--- config.mk ---
export PLATFORM = sky130hd
export DESIGN_NAME = mem_controller
export DESIGN_NICKNAME = d
export VERILOG_FILES = /design/src/rtl/mem_controller.sv
export SDC_FILE = /design/constraint.sdc
export NUM_CORES = 1
export LEC_CHECK = 0
export ABC_CLOCK_PERIOD_IN_PS = 2400
export BUFFER_PORTS_ARGS = -buffer_cell sky130_fd_sc_hd__buf_2
export CORE_UTILIZATION = 55
export CTS_CLUSTER_SIZE = 24
export DETAILED_ROUTE_END_ITERATION = 12
export PLACE_DENSITY = 0.71
export SYNTH_ARGS = -nofsm -noshare
export SYNTH_HDL_FRONTEND = slang
export SYNTH_SLANG_ARGS = --single-unit
--- constraint.sdc ---
create_clock -name mc_clk -period 2.4 [get_ports mc_clk]
set_clock_uncertainty 0.05 [all_clocks]
set_input_delay 0.48 -clock mc_clk [delete_from_list [all_inputs] [get_ports mc_clk]]
set_output_delay 0.48 -clock mc_clk [all_outputs]
set_load 0.02 [all_outputs]
--- src/rtl/mem_controller.sv ---
// mem_controller: captures an input burst into word memory and streams it out in REG_WORDS-sized chunks into a register bank
module mem_controller #(
  parameter int DW        = 8,
  parameter int DEPTH     = 64,
  parameter int REG_WORDS = 4
) (
  input  logic                    mc_clk,
  input  logic                    mc_reset_n,
  input  logic [2:0]              mc_data_contition,
  input  logic [5:0]              mc_data_length,
  input  logic [DW-1:0]           mc_data_in,
  input  logic                    mc_data_in_valid,
  output logic                    mc_data_in_ready,
  output logic                    mc_done,
  output logic                    mc_data_done,
  output logic [REG_WORDS*DW-1:0] mc_reg_data,
  output logic [5:0]              mc_reg_count,
  output logic                    mc_reg_valid
);
  localparam logic [2:0] S_IDLE = 3'd0, S_STORE = 3'd1, S_WAIT = 3'd2, S_TRANS = 3'd3, S_HOLD = 3'd4;
  localparam int JW = REG_WORDS > 1 ? $clog2(REG_WORDS) : 1;
  localparam logic [JW-1:0] J_LAST = JW'(REG_WORDS - 1);
  logic [2:0]    r_state;
  logic [5:0]    r_len, r_wr_ptr, r_rd_ptr;
  logic [JW-1:0] r_j;
  logic [DW-1:0] r_mem [DEPTH];
  logic [DW-1:0] r_reg [REG_WORDS];
  logic w_st, w_tr, w_idle, w_acc, w_store_end, w_empty, w_rd_last;
  assign w_st             = mc_data_contition == 3'b100;
  assign w_tr             = mc_data_contition == 3'b010;
  assign w_idle           = !w_st && !w_tr && mc_data_contition != 3'b001;
  assign mc_data_in_ready = r_state == S_STORE && r_wr_ptr < r_len;
  assign w_acc            = mc_data_in_ready && mc_data_in_valid;
  assign w_store_end      = r_wr_ptr == r_len || (w_acc && r_wr_ptr + 6'd1 == r_len);
  assign w_empty          = r_rd_ptr == r_len;
  assign w_rd_last        = r_rd_ptr + 6'd1 == r_len;
  for (genvar i = 0; i < REG_WORDS; i++) begin : g_pack
    assign mc_reg_data[i*DW +: DW] = r_reg[i];
  end
  always_ff @(posedge mc_clk) begin
    if (w_acc) r_mem[r_wr_ptr] <= mc_data_in;
  end
  always_ff @(posedge mc_clk or negedge mc_reset_n) begin
    if (!mc_reset_n) begin
      r_state      <= S_IDLE;
      r_len        <= '0;
      r_wr_ptr     <= '0;
      r_rd_ptr     <= '0;
      r_j          <= '0;
      mc_done      <= 1'b0;
      mc_data_done <= 1'b0;
      mc_reg_count <= '0;
      mc_reg_valid <= 1'b0;
      for (int i = 0; i < REG_WORDS; i++) r_reg[i] <= '0;
    end else begin
      mc_done <= 1'b0;
      if (w_st && (r_state == S_IDLE || r_state == S_HOLD || r_state == S_TRANS)) begin
        r_state      <= S_STORE;
        r_len        <= mc_data_length;
        r_wr_ptr     <= '0;
        r_rd_ptr     <= '0;
        mc_data_done <= 1'b0;
        mc_reg_valid <= 1'b0;
        mc_reg_count <= '0;
      end else if (w_idle) begin
        r_state      <= S_IDLE;
        mc_reg_valid <= 1'b0;
        mc_reg_count <= '0;
        mc_data_done <= 1'b0;
      end else if (r_state == S_STORE) begin
        if (w_acc) r_wr_ptr <= r_wr_ptr + 6'd1;
        if (w_store_end) begin
          mc_done <= 1'b1;
          r_state <= S_WAIT;
        end
      end else if (w_tr && (r_state == S_WAIT || r_state == S_HOLD)) begin
        // bank is cleared on entry so words beyond a short chunk read back as zero
        r_state      <= S_TRANS;
        r_j          <= '0;
        mc_reg_valid <= 1'b0;
        for (int i = 0; i < REG_WORDS; i++) r_reg[i] <= '0;
      end else if (r_state == S_TRANS) begin
        if (w_empty) begin
          mc_done      <= 1'b1;
          mc_reg_count <= '0;
          mc_reg_valid <= 1'b1;
          mc_data_done <= 1'b1;
          r_state      <= S_HOLD;
        end else begin
          r_reg[r_j] <= r_mem[r_rd_ptr];
          r_rd_ptr   <= r_rd_ptr + 6'd1;
          r_j        <= r_j + 1'b1;
          if (r_j == J_LAST || w_rd_last) begin
            mc_done      <= 1'b1;
            mc_reg_valid <= 1'b1;
            mc_reg_count <= 6'(r_j) + 6'd1;
            mc_data_done <= w_rd_last;
            r_state      <= S_HOLD;
          end
        end
      end
    end
  end
endmodule

# Yosys cells after proc, flatten, opt, wreduce, memory -nomap -nowiden
# Memories as Yosys holds them, arrays and structs flattened.
# Index checks and enable logic that the tools add are counted.
[classes]
addsub = 4
n_eq_ne = 20
n_reduce_logical = 32
n_mux = 58
n_bitwise = 4
n_lt_le_gt_ge = 3
[ops]
columns = ["op", "n"]
rows = [
  ["$mux W6", 17],
  ["$mux W32", 3],
  ["$bwmux W32", 1],
  ["$eq A6 B6 Y1", 4],
  ["$mux W1", 24],
  ["$mux W3", 8],
  ["$demux W8 S2", 1],
  ["$add A6 B1 Y6 const B", 2],
  ["$reduce_and A5 Y1", 2],
  ["$reduce_bool A5 Y1", 2],
  ["$eq A3 B2 Y1 const B", 3],
  ["$reduce_and A3 Y1", 3],
  ["$logic_and A1 B1 Y1", 8],
  ["$mux W8", 1],
  ["$reduce_bool A2 Y1", 4],
  ["$reduce_bool A4 Y1", 2],
  ["$eq A3 B3 Y1 const B", 2],
  ["$lt A6 B6 Y1", 1],
  ["$mux W2", 3],
  ["$ne A2 B1 Y1 const B", 3],
  ["$ne A3 B3 Y1 const B", 2],
  ["$reduce_bool A6 Y1", 1],
  ["$logic_or A1 B1 Y1", 5],
  ["$ne A2 B2 Y1 const B", 2],
  ["14 further kinds", 17],
]
[word_totals]
mem_bits_rw = 512
in_bits = 20
output_inout_bits = 42
reg_bits = 64
memories = 1
[memory_table]
columns = ["memory", "words", "width", "read_ports", "rd_clocked_by_memory_dff", "write_ports", "line", "source"]
rows = [
  ["r_mem", 64, 8, 1, 0, 1, "26", "logic [DW-1:0] r_mem [DEPTH];"],
]

# Longest topological paths before layout
# Gate-level depths: netlist of run 1.
[depth]
depth_word = 10
mapped_depth = 10

# Least setup slack after synthesis of run 1
# No wires, ideal clock.
[synth_path]
path_kind = "register -> register"
from = "register r_len[1]"
to = "memory r_mem[61][0] (enable)"
stages_incl_launch_ff = 9
setup_slack_ns = -0.030
arrival_time_ns = 2.009
cell_sequence = "dfrtp_1 -> inv_1 -> ha_1 -> nor2b_1 -> o21bai_1 -> nand3_1 -> nor2_1 -> nand3_1 -> nor2_1"
[synth_via]
elab_chain_len = 5
[synth_lines]
columns = ["item", "line", "source"]
rows = [
  ["from (decl)", "24", "logic [5:0] r_len, r_wr_ptr, r_rd_ptr;"],
  ["from (signal assigned)", "59", "r_len <= mc_data_length;"],
  ["$lt A6 B6 Y1", "32", "assign mc_data_in_ready = r_state == S_STORE && r_wr_ptr < r_len;"],
  ["$logic_and A1 B1 Y1", "32", ""],
  ["$logic_and A1 B1 Y1", "33", "assign w_acc = mc_data_in_ready && mc_data_in_valid;"],
  ["$mux W1", "41", "if (w_acc) r_mem[r_wr_ptr] <= mc_data_in;"],
  ["$mux W1 (implied by the code)", "41", ""],
  ["to (decl)", "26", ""],
]
# No other way between the ends.

# Worst setup path in the final report of run 1
[layout_path]
from = "register r_wr_ptr[5]"
to = "output mc_data_in_ready"
[layout_via]
elab_chain_len = 2
[layout_lines]
columns = ["item", "line", "source"]
rows = [
  ["from (decl)", "24", ""],
  ["from (signal assigned)", "71", "if (w_acc) r_wr_ptr <= r_wr_ptr + 6'd1;"],
  ["$lt A6 B6 Y1", "32", ""],
  ["$logic_and A1 B1 Y1", "32", ""],
  ["to (decl)", "13", "output logic mc_data_in_ready,"],
]
# No other way between the ends.

==> results of run 1 <==
[logic make-up (layout without fill, tap and decap cells)]
logic type	Yosys count	after routing
other	1	3
XOR/XNOR	17	17
adder cells (fa/ha/maj)	13	13
multiplexers	195	195
AO/OA/AOI/OAI	209	209
flip-flops	573	573
buffers and inverters	96	407
AND/OR/NAND/NOR	285	285
[critical path, delay by kind of cell (launching register included)]
family                     cells  cell delay [ps]
AOI/OAI and AO/OA              1              250
adders and majority gates      1              300
buffers and inverters          2              240
DFF                            1              420
and+or+nand+nor                2              200
[state kept, by name, indices dropped and copies added (netlist names)]
signal        flops
mc_reg_valid      1
r_len             6
r_wr_ptr          6
mc_data_done      1
mc_reg_data      32
mc_done           1
r_j               2
mc_reg_count      3
r_state           3
r_rd_ptr          6
r_mem           512
[per-layer routing]
layer	track usage	vias to the layer above	wire length, microns
met5	0	-	8
met4	0.0958	2	1910
met3	0.0441	117	4740
met2	0.426	678	28400
met1	0.382	7205	23900
li1	-	6088	-
[power groups by stage]
| stage | registers, W | logic [W] | clock network, W |
|---|---|---|---|
| detailed placement | 0.0112 | 0.000788 | 0 |
| global placement | 0.0112 | 0.000758 | 0 |
| global route | 0.0109 | 0.00105 | 0.00843 |
| floorplan | 0.0112 | 0.000355 | 0 |
| finish | 0.0109 | 0.000972 | 0.00800 |
| CTS | 0.0109 | 0.000882 | 0.00804 |
[final timing paths]
kind                                        start          endpoint  slack (ps)  cells past startpoint
worst max-delay path                  r_wr_ptr[5]  mc_data_in_ready        -160                      6
worst min-delay path            mc_data_length[3]          r_len[3]          20                      3
worst max register to register        r_rd_ptr[0]   mc_reg_data[13]        -130                      8
worst min register to register    mc_reg_data[31]   mc_reg_data[31]         430                      1
max in group asynchronous              mc_reset_n    mc_reg_data[4]        1300                      3
min in group asynchronous              mc_reset_n          r_len[2]         370                      2
[cell usage in the layout, fill, tap and decap left out, drive strengths merged, types with 8 or more instances in the layout]
master / netlist / final
a211o: 9 / 9
a21o: 25 / 25
a21oi: 26 / 26
a22oi: 80 / 80
and4: 16 / 16
buf: 49 / 294
clkbuf: 32 / 68
clkinv: 1 / 26
dfrtp: 61 / 61
edfxtp: 512 / 512
ha: 12 / 12
inv: 14 / 16
mux2i: 129 / 129
mux4: 64 / 64
nand2: 48 / 48
nand3: 50 / 50
nor2: 86 / 86
nor2b: 10 / 10
nor3: 21 / 21
o21ai: 22 / 22
o22ai: 14 / 14
xnor2: 8 / 8
xor2: 9 / 9
[per-stage QoR]
stage | hold WS [ps] | instance area, sq um | total power (W)
after CTS | 15.8 | 28200 | 0.0199
final | 22.8 | 29200 | 0.0199
after global routing | 44.7 | 29200 | 0.0204
after detailed placement | 414 | 25800 | 0.0119
after floorplan | 134 | 23500 | 0.0115
after global placement | 410 | 25800 | 0.0119
[area by class of cell]
class / instances / area share
Sequential cell: 573 / 0.579
Clock inverter: 29 / 0.00685
Inverter: 15 / 0.00193
Tap cell: 539 / 0.0231
Timing Repair Buffer: 297 / 0.100
Clock buffer: 66 / 0.0485
Multi-Input combinational cell: 722 / 0.241
[what timing repair did]
item                                    4_1_cts  5_1_grt
hold buffers                                  1        0
hold endpoints to repair                     22        0
gates cloned                                  4        3
setup buffers                                19       13
pin swaps                                    20       75
endpoints found under the setup margin      477      544
gates resized for setup                     127      238
==> results.tsv, run 1 <==
stage	metric	value	unit
setup_path	CP endpoint kind	primary output	
placement	GP Congestion	0.882	
setup_path	critical path's slowest cell	dfrtp_1	
logic_synthesis	Syn Std Cell Area	23500	sq um
sta	Slew @ Worst Pin	914	ps
logic_synthesis	most instantiated library cell after synthesis	edfxtp_1	
cts	worst-case clock buffer depth	3	
logic_synthesis	Synth top area share	0.655	
cts	Max H-tree Level	2	
die	cell row count	75	
routing	wire per inst	26.3	microns
setup_path	slowest cell delay on critical path	420	ps
sta	Final Cycle Share	1.07	
setup_path	Startpoint Class	register	
run	Max-Cap Viols	0	
power	Lkg Pwr	9.94	nW
logic_synthesis	simple-gate share of the synthesized area	0.0634	
logic_synthesis	Async S/R FF share, synth	0.106	
sta	Hold Vio Cnt, Final	0	
status	violated checks	negative setup slack	
routing	Vias	14100	
setup_path	Worst EP arrival	2030	ps
layout	layout overhead on the synthesized area	24.5	%
grt	largest net degree at the start of global routing	65	
setup_path	critical path class	register to primary output	
logic_synthesis	Synth Area in Adders	0.00683	
logic_synthesis	Synth area leader	edfxtp_1	
status	status	finished with violations	
placement	I/O Buffers	58	
routing	first-pass iteration count of the detailed router	5	
routing	ANT nets after route	0	
die	Die Height	209	microns
layout	n_diodes	0	
setup_path	worst path required time	1870	ps
routing	First DRT Iteration DRCs	1777	
sta	Fmax	391	MHz
logic_synthesis	cells after synthesis	1389	
cts	cts bufs inserted	55	
logic_synthesis	top post-synthesis cells by area	edfxtp_1 (66%), dfrtp_1 (6.5%), mux4_2 (6.1%)	
power	Flop pwr share	0.550	
sta	relative slew slack	0.391	
power	switching pwr	0.00424	W
logic_synthesis	post-synthesis sequential area ratio	0.720	
layout	layout cells sized above 1	0.360	
grt	vias in the first global route	14000	
sta	RSZ-0062 raised after global routing	yes	
power	Comb power frac	0.049	
die	Die X	209	microns
power	PwrDens	682	nW/um^2
logic_synthesis	largest family of logic cells by synthesized area	multiplexers	
logic_synthesis	Ys Warns	0	
cts	CTS Sinks	573	
layout	# fillers	2593	
logic_synthesis	EDFF count, synth	512	
sta	min setup slack post-route	-159	ps
cts	clk root buf	clkbuf_16	
power	internal power	0.0157	W
power	worst vdd ir	0.495	mV
grt	initial antenna violation count	1	
cts	CTS tree	done	
power	Switching Share	0.213	
layout	area of the multi-input gates	7030	sq um
logic_synthesis	complex-gate fraction of the synthesized area	0.0637	
setup_path	CP Cell Sequence	ha_4, nand2_2, o211a_1, buf_6, and2_4, buf_6	
logic_synthesis	Commonest cells post-synth	edfxtp_1 (512), mux2i_1 (129), nor2_1 (86)	
cts	clock-pin slew on the worst setup and hold paths	60	ps
die	I/O pin count	62	
layout	Final Core Density	0.695	
routing	via density per instance	6.29	
sta	fin. max-slew vios	0	
cts	Clock Latency Late Sink	620	ps
placement	post-DP HPWL	36.5	mm
logic_synthesis	XOR/XNOR Fraction of Synth Area	0.00635	
routing	WL final	58.9	mm
sta	final setup TNS	-5110	ps
logic_synthesis	post-synthesis mux area share	0.117	
layout	Reg area	16900	sq um
grt	final global-route overflow total	0	
worst_hold_path	type of the most critical hold path	primary input to register	
placement	placed cell count	2109	
layout	Final #Nets	1696	
sta	final worst path period need	2560	ps
grt	global-route wire length before repair	86.9	mm
sta	Setup-failing EPs final	261	
placement	pre-CTS setup slack	-121	ps
routing	DRC	0	
die	area of the core	42000	sq um
logic_synthesis	syn avg cell area	16.9	sq um
logic_synthesis	Yosys reg bits	573	
power	clock network power share	0.402	
logic_synthesis	Synth cell types	71	
die	Initial Utilization	0.558	
logic_synthesis	Primary FF master, synth	edfxtp_1	
grt	GRT Overall Usage	0.269	
setup_path	cell repeated most along the worst path	buf_6	
setup_path	crit path max fanout	3	
layout	Finished Layout Cells	2241	
die	die area	43500	sq um
(Power assumes the default switching activity.)
==> inputs of run 2 (changes only) <==
- CORE_UTILIZATION: 55 -> 44
- GPL_TIMING_DRIVEN: not set -> 0
- PLACE_DENSITY: 0.71 -> 0.59
==> run 2 against run 1 <==
The flow still finishes with violations (negative setup slack). Sequential cell count unchanged. Sequential share of layout area down 0.42 points. Critical path depth grew 2. Die area rose by 25%. Cell count grew 5.5%. Power grew 2.0%.
==> results.tsv, run 2 (synthesized netlist as in run 1, its figures left out) <==
stage	metric	value	unit	change
cts	Max H-tree Level	2		unchanged
placement	placed cell count	2137		was 2,109
layout	Biggest register	r_mem		unchanged
sta	Slew @ Worst Pin	1410	ps	was 914 ps
setup_path	crit path max fanout	7		was 3
sta	Final Cycle Share	1.07		about the same
setup_path	critical path's slowest cell	mux4_2		was dfrtp_1
layout	most frequent cells in the layout	edfxtp_1 (512), mux2i_1 (129), buf_4 (80)		was edfxtp_1 (512), mux2i_1 (128), buf_4 (111)
layout	Largest register FFs	512		unchanged
power	Comb power frac	0.049		about the same
setup_path	Worst EP arrival	3020	ps	was 2030 ps
die	I/O pin count	62		unchanged
routing	DRC	0		unchanged
cts	clock-pin slew on the worst setup and hold paths	60	ps	about the same
power	Lkg Pwr	9.77	nW	was 9.94 nW
sta	fin. max-slew vios	0		unchanged
die	Die X	233	microns	was 209 microns
worst_hold_path	type of the most critical hold path	primary input to register		unchanged
grt	initial antenna violation count	1		unchanged
die	cell row count	84		was 75
layout	# fillers	4047		was 2,593
sta	relative slew slack	0.0589		was 0.391
setup_path	worst path required time	2840	ps	was 1870 ps
grt	global-route wire length before repair	91.8	mm	was 86.9 mm
cts	cts bufs inserted	57		was 55
layout	n_diodes	0		unchanged
placement	pre-CTS setup slack	-1340	ps	was -121 ps
routing	via density per instance	5.85		was 6.29
die	area of the core	52700	sq um	was 42,000 sq um
worst_hold_path	hold wc startpoint	mc_data_length[1]		was mc_data_length[3]
placement	I/O Buffers	57		was 58
sta	Hold Vio Cnt, Final	0		unchanged
grt	largest net degree at the start of global routing	65		unchanged
setup_path	critical path class	register to register		was register to primary output
power	switching pwr	0.00437	W	was 0.00424 W
power	clock network power share	0.412		was 0.402
setup_path	FF-to-FF Start	r_rd_ptr[0]		unchanged
sta	min setup slack post-route	-180	ps	was -159 ps
routing	first-pass iteration count of the detailed router	5		unchanged
layout	Reg area	16900	sq um	about the same
layout	Final Core Density	0.559		was 0.695
die	Die Height	233	microns	was 209 microns
sta	RSZ-0062 raised after global routing	yes		unchanged
setup_path	worst r2r dst	mc_reg_data[8]		was mc_reg_data[13]
worst_hold_path	Hold Path Depth	3		unchanged
run	Max-Cap Viols	0		unchanged
routing	First DRT Iteration DRCs	1298		was 1,777
routing	wire per inst	26.9	microns	was 26.3 microns
cts	Clock Latency Late Sink	610	ps	was 620 ps
worst_hold_path	worst min-delay path endpoint	r_len[1]		was r_len[3]
cts	CTS Sinks	573		unchanged
routing	Vias	13800		was 14.1k
cts	worst-case clock buffer depth	3		unchanged
status	violated checks	negative setup slack		unchanged
setup_path	R2R cell count	8		unchanged
placement	GP Congestion	0.860		was 0.882
power	Switching Share	0.215		was 0.213
grt	GRT Overall Usage	0.235		was 0.269
setup_path	Startpoint Class	register		unchanged
placement	post-DP HPWL	38.9	mm	was 36.5 mm
layout	layout overhead on the synthesized area	25.4	%	was 24.5%
cts	CTS tree	done		unchanged
sta	Setup-failing EPs final	33		was 261
die	Initial Utilization	0.446		was 0.558
sta	Fmax	388	MHz	was 391 MHz
power	internal power	0.0159	W	was 0.0157 W
power	Flop pwr share	0.539		was 0.550
setup_path	CP Cell Sequence	buf_6, clkbuf_16, buf_16, mux4_2, a22oi_2, and4_4, nor3_1, a211o_1		was ha_4, nand2_2, o211a_1, buf_6, and2_4, buf_6
setup_path	slowest cell delay on critical path	550	ps	was 420 ps
cts	clk root buf	clkbuf_16		unchanged
layout	Final #Nets	1663		was 1,696
power	worst vdd ir	0.589	mV	was 0.495 mV
routing	ANT nets after route	0		unchanged
setup_path	Worst R2R Setup Slack	-180	ps	was -130 ps
setup_path	CP endpoint kind	register		was primary output
layout	layout cells sized above 1	0.351		was 0.360
sta	final worst path period need	2580	ps	was 2560 ps
power	PwrDens	690	nW/um^2	was 682 nW/um^2
die	die area	54200	sq um	was 43,500 sq um
routing	WL final	63.6	mm	was 58.9 mm
status	status	finished with violations		unchanged
grt	final global-route overflow total	0		unchanged
sta	worst hold margin	49.3	ps	was 22.8 ps
grt	vias in the first global route	13600		was 14.0k
layout	Finished Layout Cells	2364		was 2,241
layout	commonest non-fill, non-tap cell in the layout	edfxtp_1		unchanged
layout	area of the multi-input gates	7230	sq um	was 7030 sq um
==> run 2: worst max path at each step <==
stage,start,to
after detailed placement,r_len[1],r_mem[18][3]
after global placement,r_len[1],r_mem[22][6]
final,r_rd_ptr[0],mc_reg_data[8]
after floorplan,r_len[1],r_mem[61][0]
after CTS,r_rd_ptr[0],mc_reg_data[14]
after global routing,r_rd_ptr[0],mc_reg_data[10]
==> run 2: critical path: cells and delay by family, from the launching register on <==
kind | cells | cell delay [ps]
flops | 1 | 370
compound gates | 2 | 540
simple gates | 2 | 420
buf+inv | 3 | 520
mux | 1 | 550
==> run 2: metrics by stage <==
step,setup TNS (ps),power [W],cell area (sq um)
3_3_place_gp,-551580,0.0118,24600
4_1_cts,-2240,0.0203,28600
6_report,-3750,0.0203,29400
5_1_grt,-9400,0.0209,29400
3_5_place_dp,-564280,0.0119,24600
2_1_floorplan,-1630,0.0115,23500
==> run 2: metal layers <==
layer / wire length [microns] / track usage / share of wire / up-vias
li1: - / - / - / 6042
met1: 27400 / 0.336 / 0.43 / 7141
met2: 30500 / 0.375 / 0.48 / 536
met3: 4300 / 0.0366 / 0.068 / 113
met4: 1390 / 0.0641 / 0.022 / 0
met5: 0 / 0 / 0 / -
==> run 2: power groups by stage <==
stage	sequential, W	combinational (W)	clock [W]
finish	0.0110	0.000993	0.00837
global route	0.0110	0.00107	0.00883
detailed placement	0.0112	0.000685	0
global placement	0.0112	0.000656	0
floorplan	0.0112	0.000355	0
CTS	0.0110	0.000884	0.00849
==> run 2: final cells by class <==
cell class,instances,area share
Clock inverter,29,0.00727
Buffer,73,0.0219
Timing Repair Buffer,188,0.0687
Inverter,15,0.00191
Sequential cell,573,0.575
Clock buffer,75,0.0508
Multi-Input combinational cell,723,0.246
Tap cell,688,0.0293
==> run 2: timing repair <==
action,4_1_cts,5_1_grt
hold endpoints to repair,30,0
gates cloned,1,5
setup buffers,95,29
hold buffers,1,0
setup endpoints to repair,553,570
resized for setup,304,83
pin swaps,82,61
==> inputs of run 3 (changes only) <==
- ABC_CLOCK_PERIOD_IN_PS: 2400 -> 2300
- clock period: 2.4 -> 2.3 ns (I/O delays scaled with it)
==> run 3 against run 2 <==
The flow still finishes with violations (negative setup slack). Fmax is 1.3% higher. Wire length is 0.56% higher. First-iteration DRC count is 1.2% lower. Utilization is 0.31 points higher. Critical path depth stayed put. Die area stayed put. Worst hold slack worse by 23 ps. Register-to-register slack worse by 70 ps. Via count hardly changed. Critical endpoint is now mc_reg_data[10].
==> results.tsv, run 3 (synthesized netlist as in run 1, its figures left out) <==
stage	metric	value	unit	change
status	status	finished with violations		unchanged
status	violated checks	negative setup slack		unchanged
setup_path	CP endpoint kind	register		unchanged
layout	Reg area	16900	sq um	unchanged
cts	cts bufs inserted	58		was 57
setup_path	worst path required time	2750	ps	was 2840 ps
routing	via density per instance	5.81		was 5.85
sta	Hold Vio Cnt, Final	0		unchanged
sta	relative slew slack	0.0483		was 0.0589
worst_hold_path	type of the most critical hold path	primary input to register		unchanged
power	worst vdd ir	0.588	mV	was 0.589 mV
setup_path	Startpoint Class	register		unchanged
die	area of the core	52700	sq um	unchanged
sta	min setup slack post-route	-246	ps	was -180 ps
die	die area	54200	sq um	unchanged
die	I/O pin count	62		unchanged
run	Max-Cap Viols	0		unchanged
die	Die X	233	microns	unchanged
setup_path	FF-to-FF Start	r_rd_ptr[0]		unchanged
layout	Biggest register	r_mem		unchanged
grt	initial antenna violation count	1		unchanged
grt	largest net degree at the start of global routing	65		unchanged
die	cell row count	84		unchanged
layout	most frequent cells in the layout	edfxtp_1 (512), mux2i_1 (128), buf_4 (76)		was edfxtp_1 (512), mux2i_1 (129), buf_4 (80)
layout	layout cells sized above 1	0.355		was 0.351
worst_hold_path	worst min-delay path endpoint	r_len[1]		unchanged
setup_path	Worst R2R Setup Slack	-250	ps	was -180 ps
die	Initial Utilization	0.446		unchanged
routing	First DRT Iteration DRCs	1283		was 1,298
routing	DRC	0		unchanged
routing	WL final	63.9	mm	was 63.6 mm
power	PwrDens	751	nW/um^2	was 690 nW/um^2
placement	pre-CTS setup slack	-1350	ps	was -1340 ps
grt	final global-route overflow total	0		unchanged
placement	post-DP HPWL	39.2	mm	was 38.9 mm
cts	clock-pin slew on the worst setup and hold paths	60	ps	about the same
cts	Max H-tree Level	2		unchanged
routing	first-pass iteration count of the detailed router	6		was 5
routing	Vias	13800		about the same
layout	area of the multi-input gates	7160	sq um	was 7230 sq um
die	Die Height	233	microns	unchanged
routing	wire per inst	26.8	microns	was 26.9 microns
sta	Setup-failing EPs final	519		was 33
grt	GRT Overall Usage	0.235		about the same
sta	RSZ-0062 raised after global routing	yes		unchanged
setup_path	worst r2r dst	mc_reg_data[10]		was mc_reg_data[8]
sta	final worst path period need	2550	ps	was 2580 ps
sta	Final Cycle Share	1.11		was 1.07
cts	worst-case clock buffer depth	3		unchanged
sta	fin. max-slew vios	0		unchanged
placement	GP Congestion	0.847		was 0.860
routing	ANT nets after route	0		unchanged
cts	clk root buf	clkbuf_16		unchanged
placement	I/O Buffers	57		unchanged
cts	CTS Sinks	573		unchanged
grt	vias in the first global route	13600		about the same
worst_hold_path	hold wc startpoint	mc_data_length[1]		unchanged
layout	# fillers	4017		was 4,047
layout	Final #Nets	1675		was 1,663
layout	layout overhead on the synthesized area	26.1	%	was 25.4%
sta	Fmax	393	MHz	was 388 MHz
grt	global-route wire length before repair	91.4	mm	was 91.8 mm
setup_path	critical path class	register to register		unchanged
layout	Largest register FFs	512		unchanged
setup_path	crit path max fanout	8		was 7
layout	commonest non-fill, non-tap cell in the layout	edfxtp_1		unchanged
sta	final setup TNS	-32770	ps	was -3750 ps
setup_path	Worst EP arrival	2990	ps	was 3020 ps
power	Lkg Pwr	9.92	nW	was 9.77 nW
cts	Clock Latency Late Sink	630	ps	was 610 ps
setup_path	R2R cell count	8		unchanged
cts	CTS tree	done		unchanged
sta	Slew @ Worst Pin	1430	ps	was 1410 ps
worst_hold_path	Hold Path Depth	3		unchanged
[run 3: changes by cell type in the layout (fill, tap and decap cells not counted), sizes merged]
| cell | previous run | this run |
|---|---|---|
| buf | 226 | 240 |
| clkbuf | 109 | 101 |
| bufinv | 3 | 9 |
| clkinv | 23 | 29 |
| inv | 16 | 14 |
| diode | 0 | 1 |
[run 3: what timing repair did]
| action | CTS | global route |
|---|---|---|
| hold endpoints to repair | 0 | 61 |
| gates resized for setup | 295 | 89 |
| setup endpoints to repair | 563 | 560 |
| setup buffers | 97 | 39 |
| pin swaps | 79 | 62 |
| gates cloned | 0 | 4 |
| hold buffers | 0 | 1 |
[run 3: where the power goes]
part           total, W  switching (W)  internal (W)
Clock           0.00979        0.00403       0.00576
Sequential       0.0114      0.0000323        0.0114
Combinational   0.00102       0.000672      0.000345
[run 3: worst max-delay path by stage]
| stage | startpoint | end | slack, ps | depth (start not counted) |
|---|---|---|---|---|
| after floorplan | r_len[1] | r_mem[61][0] | -130 | 8 |
| after global placement | r_len[1] | r_mem[43][4] | -1390 | 7 |
| after detailed placement | r_len[1] | r_mem[30][5] | -1350 | 7 |
| after CTS | r_rd_ptr[0] | mc_reg_data[10] | -230 | 8 |
| after global routing | r_rd_ptr[0] | mc_reg_data[10] | -300 | 8 |
| final | r_rd_ptr[0] | mc_reg_data[10] | -250 | 8 |
[run 3: area by class of cell]
type	instances	area share
clock buffer	70	0.0520
tap	688	0.0291
inverter	15	0.00190
clock inverter	39	0.0145
antenna	1	0.0000846
buffer	74	0.0216
sequential	573	0.571
multi-input combinational	723	0.242
timing repair buffer	198	0.0676
[run 3: worst max-delay path, stage by stage, from the launching register on]
cell and delay (ps):
dfrtp_1 360, buf_6 160, buf_12 170, buf_12 130, mux4_2 550, a22oi_2 360, and4_4 360, nor3_1 60
a211o_1 230
[run 3: through the flow]
stage	std cells	hold slack, ps	utilization	power (W)	cell area, sq um
floorplan	1391	114	-	0.0120	23500
global placement	2136	404	0.468	0.0124	24700
detailed placement	2136	412	0.468	0.0124	24700
CTS	2336	3.15	0.547	0.0222	28800
global route	2380	35.6	0.562	0.0228	29600
finish	2381	26.1	0.562	0.0222	29600
[run 3: per-layer routing]
| metal | up-vias | part of all wire | wire (microns) | global-route usage |
|---|---|---|---|---|
| li1 | 6047 | - | - | - |
| met1 | 7138 | 0.43 | 27700 | 0.329 |
| met2 | 545 | 0.47 | 29900 | 0.367 |
| met3 | 111 | 0.069 | 4440 | 0.0408 |
| met4 | 2 | 0.030 | 1940 | 0.0872 |
| met5 | - | 0.00013 | 8 | 0 |
